## src/rtl/rsa_keygen_pkg.sv

```systemverilog
// Shared definitions for the RSA key generator: FSM encodings and timing constants.
package rsa_keygen_pkg;

    localparam logic [2:0] ST_IDLE   = 3'd0;
    localparam logic [2:0] ST_MUL    = 3'd1;
    localparam logic [2:0] ST_GSTART = 3'd2;
    localparam logic [2:0] ST_GWAIT  = 3'd3;
    localparam logic [2:0] ST_FIX    = 3'd4;

    localparam int unsigned LAT_PER_BIT       = 9;
    localparam int unsigned LAT_FIXED         = 3;
    localparam int unsigned GCD_STEPS_PER_BIT = 8;

    // Start-sampling edge to the edge that raises finish.
    function automatic int unsigned keygen_latency(input int unsigned width);
        return LAT_PER_BIT * width + LAT_FIXED;
    endfunction

    // Fixed step budget of the binary extended GCD; covers its worst case on 2*width-bit operands.
    function automatic int unsigned gcd_steps(input int unsigned width);
        return GCD_STEPS_PER_BIT * width;
    endfunction

endpackage

```

## src/rtl/rsa_keygen_gcd.sv

```systemverilog
// Fixed-latency binary extended GCD: gcd = C*a + t*b, one reduction step per cycle.
module gcd
    import rsa_keygen_pkg::*;
#(
    parameter int WIDTH = 8
) (
    input  logic                 clk,
    input  logic                 rst_n,
    input  logic                 start,
    input  logic [2*WIDTH-1:0]   a,
    input  logic [2*WIDTH-1:0]   b,
    output logic [2*WIDTH-1:0]   gcd,
    output logic [2*WIDTH-1:0]   t,
    output logic                 finish
);

    localparam int          N     = 2 * WIDTH;
    localparam int          CW    = N + 2;
    localparam int          KBW   = $clog2(N + 1);
    localparam int unsigned STEPS = gcd_steps(WIDTH);
    localparam int          SW    = $clog2(STEPS + 1);

    logic [N-1:0]          x, y, u, v;
    logic [N-1:0]          x_nx, y_nx, u_nx, v_nx;
    logic signed [CW-1:0]  ca, cb, cc, cd;
    logic signed [CW-1:0]  ca_nx, cb_nx, cc_nx, cd_nx;
    logic signed [CW-1:0]  x_s, y_s;
    logic [KBW-1:0]        k, k_nx;
    logic [SW-1:0]         cnt;
    logic                  running;

    assign x_s = {2'b00, x};
    assign y_s = {2'b00, y};

    // Invariants: u = ca*x + cb*y, v = cc*x + cd*y; once u reaches 0 every step is a hold.
    // NOTE: every always_comb output gets a default first so no path leaves a latch behind.
    always_comb begin
        x_nx  = x;  y_nx  = y;  u_nx  = u;  v_nx  = v;
        ca_nx = ca; cb_nx = cb; cc_nx = cc; cd_nx = cd;
        k_nx  = k;
        if (u == '0) begin
            u_nx = u;
        end else if (!u[0] && !v[0]) begin
            x_nx = x >> 1;
            y_nx = y >> 1;
            u_nx = u >> 1;
            v_nx = v >> 1;
            k_nx = k + KBW'(1);
        end else if (!u[0]) begin
            u_nx = u >> 1;
            if (!ca[0] && !cb[0]) begin
                ca_nx = ca >>> 1;
                cb_nx = cb >>> 1;
            end else begin
                ca_nx = (ca + y_s) >>> 1;
                cb_nx = (cb - x_s) >>> 1;
            end
        end else if (!v[0]) begin
            v_nx = v >> 1;
            if (!cc[0] && !cd[0]) begin
                cc_nx = cc >>> 1;
                cd_nx = cd >>> 1;
            end else begin
                cc_nx = (cc + y_s) >>> 1;
                cd_nx = (cd - x_s) >>> 1;
            end
        end else if (u >= v) begin
            u_nx  = u - v;
            ca_nx = ca - cc;
            cb_nx = cb - cd;
        end else begin
            v_nx  = v - u;
            cc_nx = cc - ca;
            cd_nx = cd - cb;
        end
    end

    // NOTE: sequential state uses non-blocking assignments only, so every register samples pre-edge values.
    always_ff @(posedge clk or negedge rst_n) begin
        if (!rst_n) begin
            x <= '0; y <= '0; u <= '0; v <= '0;
            ca <= '0; cb <= '0; cc <= '0; cd <= '0;
            k <= '0; cnt <= '0; running <= 1'b0;
        end else if (start) begin
            x <= a; y <= b; u <= a; v <= b;
            ca <= CW'(1); cb <= '0; cc <= '0; cd <= CW'(1);
            k <= '0; cnt <= '0; running <= 1'b1;
        end else if (running) begin
            if (cnt == SW'(STEPS)) begin
                running <= 1'b0;
            end else begin
                x <= x_nx; y <= y_nx; u <= u_nx; v <= v_nx;
                ca <= ca_nx; cb <= cb_nx; cc <= cc_nx; cd <= cd_nx;
                k <= k_nx;
                cnt <= cnt + SW'(1);
            end
        end
    end

    assign gcd    = v << k;
    assign t      = cd[N-1:0];
    assign finish = running && (cnt == SW'(STEPS));

endmodule

```

## src/rtl/rsa_keygen.sv

```systemverilog
// RSA key generator: n = p*q, d = e^-1 mod (p-1)(q-1), with fixed data-independent latency.
module rsa_keygen
    import rsa_keygen_pkg::*;
#(
    parameter int WIDTH = 8
) (
    input  logic                 clk,
    input  logic                 rst_n,
    input  logic                 start,
    input  logic [WIDTH-1:0]     p,
    input  logic [WIDTH-1:0]     q,
    input  logic [2*WIDTH-1:0]   e,
    output logic [2*WIDTH-1:0]   n,
    output logic [2*WIDTH-1:0]   d,
    output logic                 valid,
    output logic                 busy,
    output logic                 finish
);

    localparam int KW  = 2 * WIDTH;
    localparam int BCW = $clog2(WIDTH + 1);

    logic [2:0]        state;
    logic [BCW-1:0]    bit_cnt;
    logic [KW-1:0]     mc_n, mc_phi, n_acc, phi_acc, e_reg;
    logic [WIDTH-1:0]  mp_n, mp_phi;
    logic [KW-1:0]     g_res, t_reg;
    logic [WIDTH-1:0]  p_m1, q_m1;
    logic              e_ok, key_ok;
    logic [KW-1:0]     gcd_b, gcd_g, gcd_t, t_plus, d_fix;
    logic              gcd_start, gcd_finish;

    assign p_m1 = p - WIDTH'(1);
    assign q_m1 = q - WIDTH'(1);

    // Out-of-range e is replaced by 1 so the GCD always runs on a nonzero operand.
    assign e_ok      = (e_reg != '0) && (e_reg < phi_acc);
    assign gcd_b     = e_ok ? e_reg : KW'(1);
    assign gcd_start = (state == ST_GSTART);

    gcd #(.WIDTH(WIDTH)) u_gcd (
        .clk    (clk),
        .rst_n  (rst_n),
        .start  (gcd_start),
        .a      (phi_acc),
        .b      (gcd_b),
        .gcd    (gcd_g),
        .t      (gcd_t),
        .finish (gcd_finish)
    );

    // Both candidates are always formed; t is read as two's complement.
    assign t_plus = t_reg + phi_acc;
    assign d_fix  = t_reg[KW-1] ? t_plus : t_reg;
    assign key_ok = e_ok && (g_res == KW'(1));
    assign busy   = (state != ST_IDLE);

    always_ff @(posedge clk or negedge rst_n) begin
        if (!rst_n) begin
            state   <= ST_IDLE;
            bit_cnt <= '0;
            mc_n    <= '0; mc_phi <= '0;
            mp_n    <= '0; mp_phi <= '0;
            n_acc   <= '0; phi_acc <= '0; e_reg <= '0;
            g_res   <= '0; t_reg  <= '0;
            n       <= '0; d      <= '0;
            valid   <= 1'b0;
            finish  <= 1'b0;
        end else begin
            finish <= 1'b0;
            case (state)
                ST_IDLE: begin
                    if (start) begin
                        mc_n    <= {{WIDTH{1'b0}}, p};
                        mc_phi  <= {{WIDTH{1'b0}}, p_m1};
                        mp_n    <= q;
                        mp_phi  <= q_m1;
                        e_reg   <= e;
                        n_acc   <= '0;
                        phi_acc <= '0;
                        bit_cnt <= '0;
                        state   <= ST_MUL;
                    end
                end
                ST_MUL: begin
                    // Masked add every cycle keeps timing and activity operand-independent.
                    n_acc   <= n_acc   + (mc_n   & {KW{mp_n[0]}});
                    phi_acc <= phi_acc + (mc_phi & {KW{mp_phi[0]}});
                    mc_n    <= mc_n   << 1;
                    mc_phi  <= mc_phi << 1;
                    mp_n    <= mp_n   >> 1;
                    mp_phi  <= mp_phi >> 1;
                    bit_cnt <= bit_cnt + BCW'(1);
                    if (bit_cnt == BCW'(WIDTH - 1))
                        state <= ST_GSTART;
                end
                ST_GSTART: state <= ST_GWAIT;
                ST_GWAIT: begin
                    if (gcd_finish) begin
                        g_res <= gcd_g;
                        t_reg <= gcd_t;
                        state <= ST_FIX;
                    end
                end
                ST_FIX: begin
                    n      <= n_acc;
                    d      <= key_ok ? d_fix : '0;
                    valid  <= key_ok;
                    finish <= 1'b1;
                    state  <= ST_IDLE;
                end
                default: state <= ST_IDLE;
            endcase
        end
    end

endmodule

```

## config.mk

```make
export PLATFORM = sky130hd
export DESIGN_NAME = rsa_keygen
export DESIGN_NICKNAME = d
export VERILOG_FILES = /design/src/rtl/rsa_keygen_pkg.sv /design/src/rtl/rsa_keygen_gcd.sv /design/src/rtl/rsa_keygen.sv
export SDC_FILE = /design/constraint.sdc
export NUM_CORES = 1
export LEC_CHECK = 0
export ABC_AREA = 1
export CORE_MARGIN = 2
export CORE_UTILIZATION = 60
export DETAILED_ROUTE_END_ITERATION = 8
export GPL_ROUTABILITY_DRIVEN = 0
export PLACE_DENSITY = 0.8
export SLEW_MARGIN = 20
export SYNTH_ARGS = -nofsm -noshare
export SYNTH_HDL_FRONTEND = slang
export SYNTH_SLANG_ARGS = --single-unit
```

## constraint.sdc

```tcl
create_clock -name clk -period 3.3 [get_ports clk]
set_input_delay 0.66 -clock clk [delete_from_list [all_inputs] [get_ports clk]]
set_output_delay 0.66 -clock clk [all_outputs]
set_load 0.02 [all_outputs]
```

# Word level (Yosys, flattened, before mapping)
# Cells that the tools add are included.
# W data, S select, Z words.
totals:
  register_bits: 318
  input_bits: 35
  out_inout_bits: 35
  elab_cells: 205
op_classes:
  n_addsub: 18
  magnitude_cmp: 2
  n_eq_ne: 21
  n_shift: 1
  n_mux: 94
  bitwise_logic: 2
  n_reduce_logical: 35
op_table:
  columns: ["cell", "n"]
  rows:
  - ["$mux W18", 36]
  - ["$mux W16", 32]
  - ["$pmux W16 S2", 4]
  - ["$sub A18 B18 Y18", 4]
  - ["$add A16 B16 Y16", 3]
  - ["$add A18 B17 Y18", 2]
  - ["$sub A18 B17 Y18", 2]
  - ["$and A16 B16 Y16", 2]
  - ["$pmux W8 S2", 2]
  - ["$sub A16 B16 Y16", 2]
  - ["$mux W5", 5]
  - ["$mux W7", 3]
  - ["$eq A16 B1 Y1 const B", 1]
  - ["$ge A16 B16 Y1", 1]
  - ["$logic_not A16 Y1", 1]
  - ["$lt A16 B16 Y1", 1]
  - ["$mux W8", 2]
  - ["$reduce_bool A16 Y1", 1]
  - ["$shl A16 B5 Y16", 1]
  - ["$sub A8 B1 Y8 const B", 2]
  - ["$reduce_and A7 Y1", 2]
  - ["$ne A2 B2 Y1 const B", 6]
  - ["$ne A4 B4 Y1 const B", 3]
  - ["$pmux W3 S4", 1]
  - ["24 further kinds", 54]

# Logic depth before layout (Yosys ltp)
# Gate-level depths: netlist of run 1.
logic_depth:
  depth_word: 10
  depth_mapped: 20

# Modules after synthesis
# Synthesis of run 1 repeated with hierarchy kept, for this count alone.
unflattened:
  cells_unflattened: 4300
  hier_area_um2: 28125.7
modules_own_cells:
  columns: ["mod", "instances", "cells_per_inst", "area_per_inst_um2", "seq_area_each_um2"]
  rows:
  - ["gcd", 1, 2935, 17981.0, 3728.6]
  - ["rsa_keygen", 1, 1365, 10144.7, 4229.1]

# Least setup slack after synthesis of run 1
# Ideal clock, no wire load.
synth_path:
  path_kind: "register -> register"
  start: "reg u_gcd.u[0]"
  end: "reg u_gcd.cd[12]"
  setup_ns: 0.117
  arrival_ns: 2.785
  required_time_ns: 3.183
  setup_slack_ns: 0.397
  path_stages_with_launch: 20
  n_path_buf: 3
  synth_period_minus_slack_ns: 2.903
  path_cell_list: "dfrtp_1 buf_2 inv_2 clkbuf_1 ha_1 inv_1 fa_1 nand3_1 nand2_1 nand2_1 nand3_1 nand2_2 nand2_4 nand3_2 nand2_2 nor2_4 inv_2 buf_6 nand2_1 nand2_1"
synth_via:
  elab_chain_len: 4
synth_rtl:
  columns: ["item", "line_no", "source"]
  rows:
  - ["from (decl)", "rsa_keygen_gcd.sv:23", "logic [N-1:0] x, y, u, v;"]
  - ["from (signal assigned)", "rsa_keygen_gcd.sv:92", "x <= x_nx; y <= y_nx; u <= u_nx; v <= v_nx;"]
  - ["branches (longest 3 deep; another with $ge A16 B16 Y1)", null, null]
  - ["$reduce_and A6 Y1 (no line) (*)", null, null]
  - ["to (signal assigned)", "rsa_keygen_gcd.sv:93", "ca <= ca_nx; cb <= cb_nx; cc <= cc_nx; cd <= cd_nx;"]
  - ["to (decl)", "rsa_keygen_gcd.sv:25", "logic signed [CW-1:0] ca, cb, cc, cd;"]
# Mark *: on every way between the ends.
# A chain may end at the register's enable or synchronous reset.

# Worst setup path after layout of run 1
layout_path:
  start: "reg u_gcd.u[0]"
  end: "reg u_gcd.cd[10]"
# The elaborated chain is that of the path after synthesis.

==> impl_metrics.ini, run 1 <==
[floorplan]
ios = 70
rows = 77
die_w_um = 217
die_h_um = 217
dieArea_mm2 = 0.0470
fp.coreArea_mm2 = 0.0444
start_util = 0.611

[setup_path]
reg2reg_from = u_gcd.u[0]$_DFFE_PN0P_
cp.required_ns = 3.80
critPathMaxFanout = 23
worst-path-stages = 15
crit_arrival_ns = 3.44
start_kind = flip-flop
cpMostUsedCell = nand3_1
setup.worst_path.end = u_gcd.cd[10]$_DFFE_PN0P_
reg2regPathDepth = 15
cp_top_family = simple AND/OR/NAND/NOR gates
slowest_delay_ns = 0.48
crit_start = u_gcd.u[0]$_DFFE_PN0P_
ff2ff_setup_slack_ns = 0.37
path_class = flip-flop to flip-flop
critical_path.endpoint_type = flip-flop
crit_buf_inv = 3
path_cells = inv_2 > ha_1 > inv_1 > fa_1 > nand3_1 > nand2_1 > nand2_1 > nand3_1 > nand2_2 > nand2_4 > nand3_2 > nand3_2 > inv_2 > nand3_1 > o21ai_1
reg2reg_to = u_gcd.cd[10]$_DFFE_PN0P_
cpMaxStageDelayCell = fa_1

[timing]
slew_violations = 0
max_freq_ghz = 0.341
rsz0062_at_grt = no
finClkSkew_ns = 0.0230
worst_pin_slew_ns = 1.09
hold_viol = 0
fin_setup_tns_ns = 0
fin_crit_ns = 2.93
finalCritPeriodShare = 0.889
slew_headroom = 0.274
finalSetupViolations = 0
holdWs_ns = 0.0516

[flow_run]
maxCapViolations = 0

[grt]
grt_max_degree = 107
grt_pass1_vias = 26335
grt_util_met1 = 0.484
grt_busiest_layer = met2
grt_pass1_wl_um = 136000
groute.layer.met2.usage = 0.565
grt_util_met3 = 0.0623
grt.total_usage = 0.360
grt_antenna_before_repair = 0
grt_overflow = 0

[synthesis]
netlist_top_cells_area = dfrtp_1, nand2_1, ha_1
synth_top_area_cell = dfrtp_1
netlist_instances = 4084
synth-seq-cells = 318
synthesis.area_mm2 = 0.0272
synthArstFlopShare = 1.00
synth_warnings = 0
yosysSeqAreaShare = 0.293
syn_avg_cell_area_um2 = 6.65
synthDistinctLibCells = 60
ys.flop_type = dfrtp_1
syn_nets = 4359
yosysTopAreaCellShare = 0.293
synth_edf_count = 0

[clock_network]
cts_tree = yes
cts_root_buf = clkbuf_16
cts_hold_buffers = 0
cts_htree_levels = 2
clk_latency_ns = 0.59
clk_pin_slew_ns = 0.06
clock_sinks = 318
clockBufferDepth = 3
cts_buffers = 38

[detailed_routing]
drt_wl_total_um = 83600
dr.pass1.iters = 6
via_per_inst = 5.91
drt_iter0_markers = 3279
vias = 27963
drc = 0
routedWlPerCell_um = 17.7
ant_nets = 0

[worst_hold_path]
hold_path.class = primary input to asynchronous set/reset pin

[layout]
fillers = 3954
diodes = 0
layout-drive-gt1-share = 0.0442
area_growth_pct = 9.63
final_net_count = 4387

[status]
status = finished clean

[place]
io_buffers = 69
place_hpwl_um = 63700
## cell usage after synthesis, types with 20 or more instances
cell and n:
nand4_1 40, ha_1 227, nand2_1 1128, a21oi_1 313, clkbuf_1 89, o21bai_1 26, nor2_1 320, o211ai_1 20
xnor2_1 37, nand3_1 313, o22ai_1 61, o21ai_0 352, a21o_1 22, inv_1 525, buf_2 29, nor3_1 30
dfrtp_1 318, xor2_1 41
## what timing repair did
item | in CTS | in global routing
buffers inserted | 0 | 0
gates resized for setup | 0 | 1
setup endpoints to repair | 0 | 1
hold endpoints to repair | 0 | 0
## logic make-up after synthesis
kind of cell | count (synthesis) | synth area share
xor+xnor | 78 | 0.0252
flops | 318 | 0.293
buf+inv | 666 | 0.0949
fa+ha+maj | 240 | 0.114
compound gates | 877 | 0.179
simple gates | 1904 | 0.293
mux | 1 | 0.000369
## worst reg2reg max path, stage by stage, from the launching register on
cell and delay (ns):
dfrtp_2 0.40, inv_2 0.18, ha_1 0.21, inv_1 0.08
fa_1 0.48, nand3_1 0.10, nand2_1 0.08, nand2_1 0.09
nand3_1 0.08, nand2_2 0.12, nand2_4 0.07, nand3_2 0.16
nand3_2 0.15, inv_2 0.41, nand3_1 0.15, o21ai_1 0.10
## through the flow
| step | setup slack [ns] | area (um2) | instances | utilization |
|---|---|---|---|---|
| after floorplan | 0.397 | 27200 | 4084 | - |
| final | 0.366 | 29800 | 4730 | 0.670 |
| after CTS | 0.250 | 29800 | 4730 | 0.670 |
| after global placement | 0.396 | 28500 | 4664 | 0.642 |
| after detailed placement | 0.267 | 28500 | 4664 | 0.642 |
| after global routing | 0.144 | 29800 | 4730 | 0.670 |
## final cells by class
| class | instances | area, um2 | area share |
|---|---|---|---|
| clock inverter | 15 | 203 | 0.00681 |
| multi-input combinational | 3100 | 16700 | 0.559 |
| inverter | 539 | 2030 | 0.0681 |
| timing repair buffer | 115 | 1120 | 0.0375 |
| sequential | 318 | 7960 | 0.267 |
| tap | 592 | 741 | 0.0249 |
| clock buffer | 51 | 1070 | 0.0359 |
## worst min path at each step
stage	endpoint	slack, ns	cells after the start
final	u_gcd.cnt[1]$_DFFE_PN0P_	0.05	1
after global routing	u_gcd.cnt[1]$_DFFE_PN0P_	0.1	1
after CTS	u_gcd.cnt[5]$_DFFE_PN0P_	0.06	1
after detailed placement	u_gcd.cnt[5]$_DFFE_PN0P_	0.45	1
after global placement	u_gcd.cnt[5]$_DFFE_PN0P_	0.45	1
after floorplan	bit_cnt[0]$_DFFE_PN0P_	0.36	0
## layout by cell type, fill, tap and decap left out, drive strengths merged, types with 32 or more instances in the layout
cell           Yosys  final
nand4             40     40
nor2             334    334
xor2              41     41
buf               37     47
nand3            316    316
dfrtp            318    318
ha               227    227
clkdlybuf4s50      0     68
xnor2             37     37
nand2           1142   1142
o22ai             61     61
clkbuf            90     51
o21ai            365    365
nor3              32     32
inv              538    540
a21oi            316    316
## layer usage
metal,vias to the layer above,part of all wire,wire length [um]
met5,-,0,0
met1,12899,0.42,35200
met3,250,0.096,8010
li1,13490,-,-
met2,1324,0.43,36300
met4,0,0.049,4090
Power of run 1 is left out: the tool's default activity adds up to more than one toggle a clock period on the data nets, which glitch-free logic cannot reach.
==> inputs of run 2 (changes only) <==
Settings changed: GPL_ROUTABILITY_DRIVEN 0 to not set.
==> impl_metrics.ini, run 2 (same netlist as run 1, synthesis figures left out) <==
[timing]
finalSetupViolations = 0
slew_violations = 0
max_freq_ghz = 0.354
fin_setup_tns_ns = 0
fin_crit_ns = 2.83
hold_viol = 0
layout_setup_ws_ns = 0.472
rsz0062_at_grt = no
finalCritPeriodShare = 0.857
worst_pin_slew_ns = 1.12
holdWs_ns = 0.0139
finClkSkew_ns = 0.0247
slew_headroom = 0.250

[setup_path]
critPathMaxFanout = 23
crit_arrival_ns = 3.29
critical_path.endpoint_type = flip-flop
path_class = flip-flop to flip-flop
start_kind = flip-flop
cp.required_ns = 3.76

[worst_hold_path]
hold_path.class = primary input to asynchronous set/reset pin

[floorplan]
dieArea_mm2 = 0.0470
die_h_um = 217
die_w_um = 217
ios = 70
fp.coreArea_mm2 = 0.0444
start_util = 0.611
rows = 77

[detailed_routing]
vias = 27854
drt_wl_total_um = 86900
ant_nets = 0
dr.pass1.iters = 9
routedWlPerCell_um = 18.4
drt_iter0_markers = 3353
via_per_inst = 5.89
drc = 0

[layout]
post-route-util = 0.671
diodes = 0
final_cell_mix = nand2_1, inv_1, o21ai_0
layout-drive-gt1-share = 0.0449
fillers = 3953
final_net_count = 4390
layout_commonest_cell = nand2_1
area_growth_pct = 9.74

[place]
gp_congestion = 1.08
io_buffers = 69
place_hpwl_um = 65900
place_ws_ns = 0.534

[grt]
grt_overflow = 0
grt_pass1_wl_um = 139000
grt_pass1_vias = 26063
grt_max_degree = 82
grt.total_usage = 0.371
grt_antenna_before_repair = 1

[clock_network]
cts_root_buf = clkbuf_16
postCtsSetupBuffers = 0
clk_pin_slew_ns = 0.06
clk_latency_ns = 0.58
clock_sinks = 318
cts_buffers = 39
ctsResizeCount = 0
cts_htree_levels = 2
cts_hold_buffers = 0
cts_tree = yes
clockBufferDepth = 3

[flow_run]
maxCapViolations = 0

[status]
status = finished clean
run 2: layer usage:
metal | track usage | vias to the layer above | wire length, um
met5 | 0 | - | 15
met4 | 0.148 | 2 | 3670
met3 | 0.0721 | 237 | 8800
met2 | 0.574 | 1316 | 37400
met1 | 0.512 | 12802 | 37000
li1 | - | 13497 | -
run 2: critical path, cell delays in order, from the launching register on:
cell and delay, ns:
dfrtp_2 0.42, inv_2 0.06, ha_1 0.15, inv_1 0.08, fa_1 0.48, nand3_1 0.09, nand2_1 0.08, nand2_1 0.09
nand3_1 0.08, nand2_2 0.12, nand2_4 0.08, nand3_2 0.18, nand3_2 0.16, inv_2 0.41, nand3_1 0.11, o21ai_0 0.13
run 2: final timing paths:
path	from	to	slack, ns	cells after the start
setup / recovery	u_gcd.u[0]$_DFFE_PN0P_	u_gcd.cc[5]$_DFFE_PN0P_	0.47	15
hold / removal	rst_n	u_gcd.cnt[0]$_DFFE_PN0P_	0.01	1
setup reg to reg	u_gcd.u[0]$_DFFE_PN0P_	u_gcd.cc[5]$_DFFE_PN0P_	0.47	15
hold reg to reg	n[9]$_DFFE_PN0P_	n[9]$_DFFE_PN0P_	0.47	2
max in group asynchronous	rst_n	u_gcd.cb[17]$_DFFE_PN0P_	2.39	2
min in group clk	n[9]$_DFFE_PN0P_	n[9]$_DFFE_PN0P_	0.47	2
run 2: area by class of cell:
| cell class | instances | area [um2] | area share |
|---|---|---|---|
| flip-flops and latches | 318 | 7960 | 0.267 |
| clock buffers | 53 | 1130 | 0.0379 |
| multi-input cells | 3100 | 16600 | 0.559 |
| repair buffers | 117 | 1120 | 0.0375 |
| well taps | 592 | 741 | 0.0249 |
| inverters | 539 | 2030 | 0.0681 |
| clock inverters | 13 | 176 | 0.00592 |
run 2: through the flow:
stage                     cells  cell area, um2
after global placement     4666           28500
after CTS                  4732           29800
final                      4732           29800
after global routing       4732           29800
after floorplan            4084           27200
after detailed placement   4666           28500
Power of run 2 is left out for the same reason.
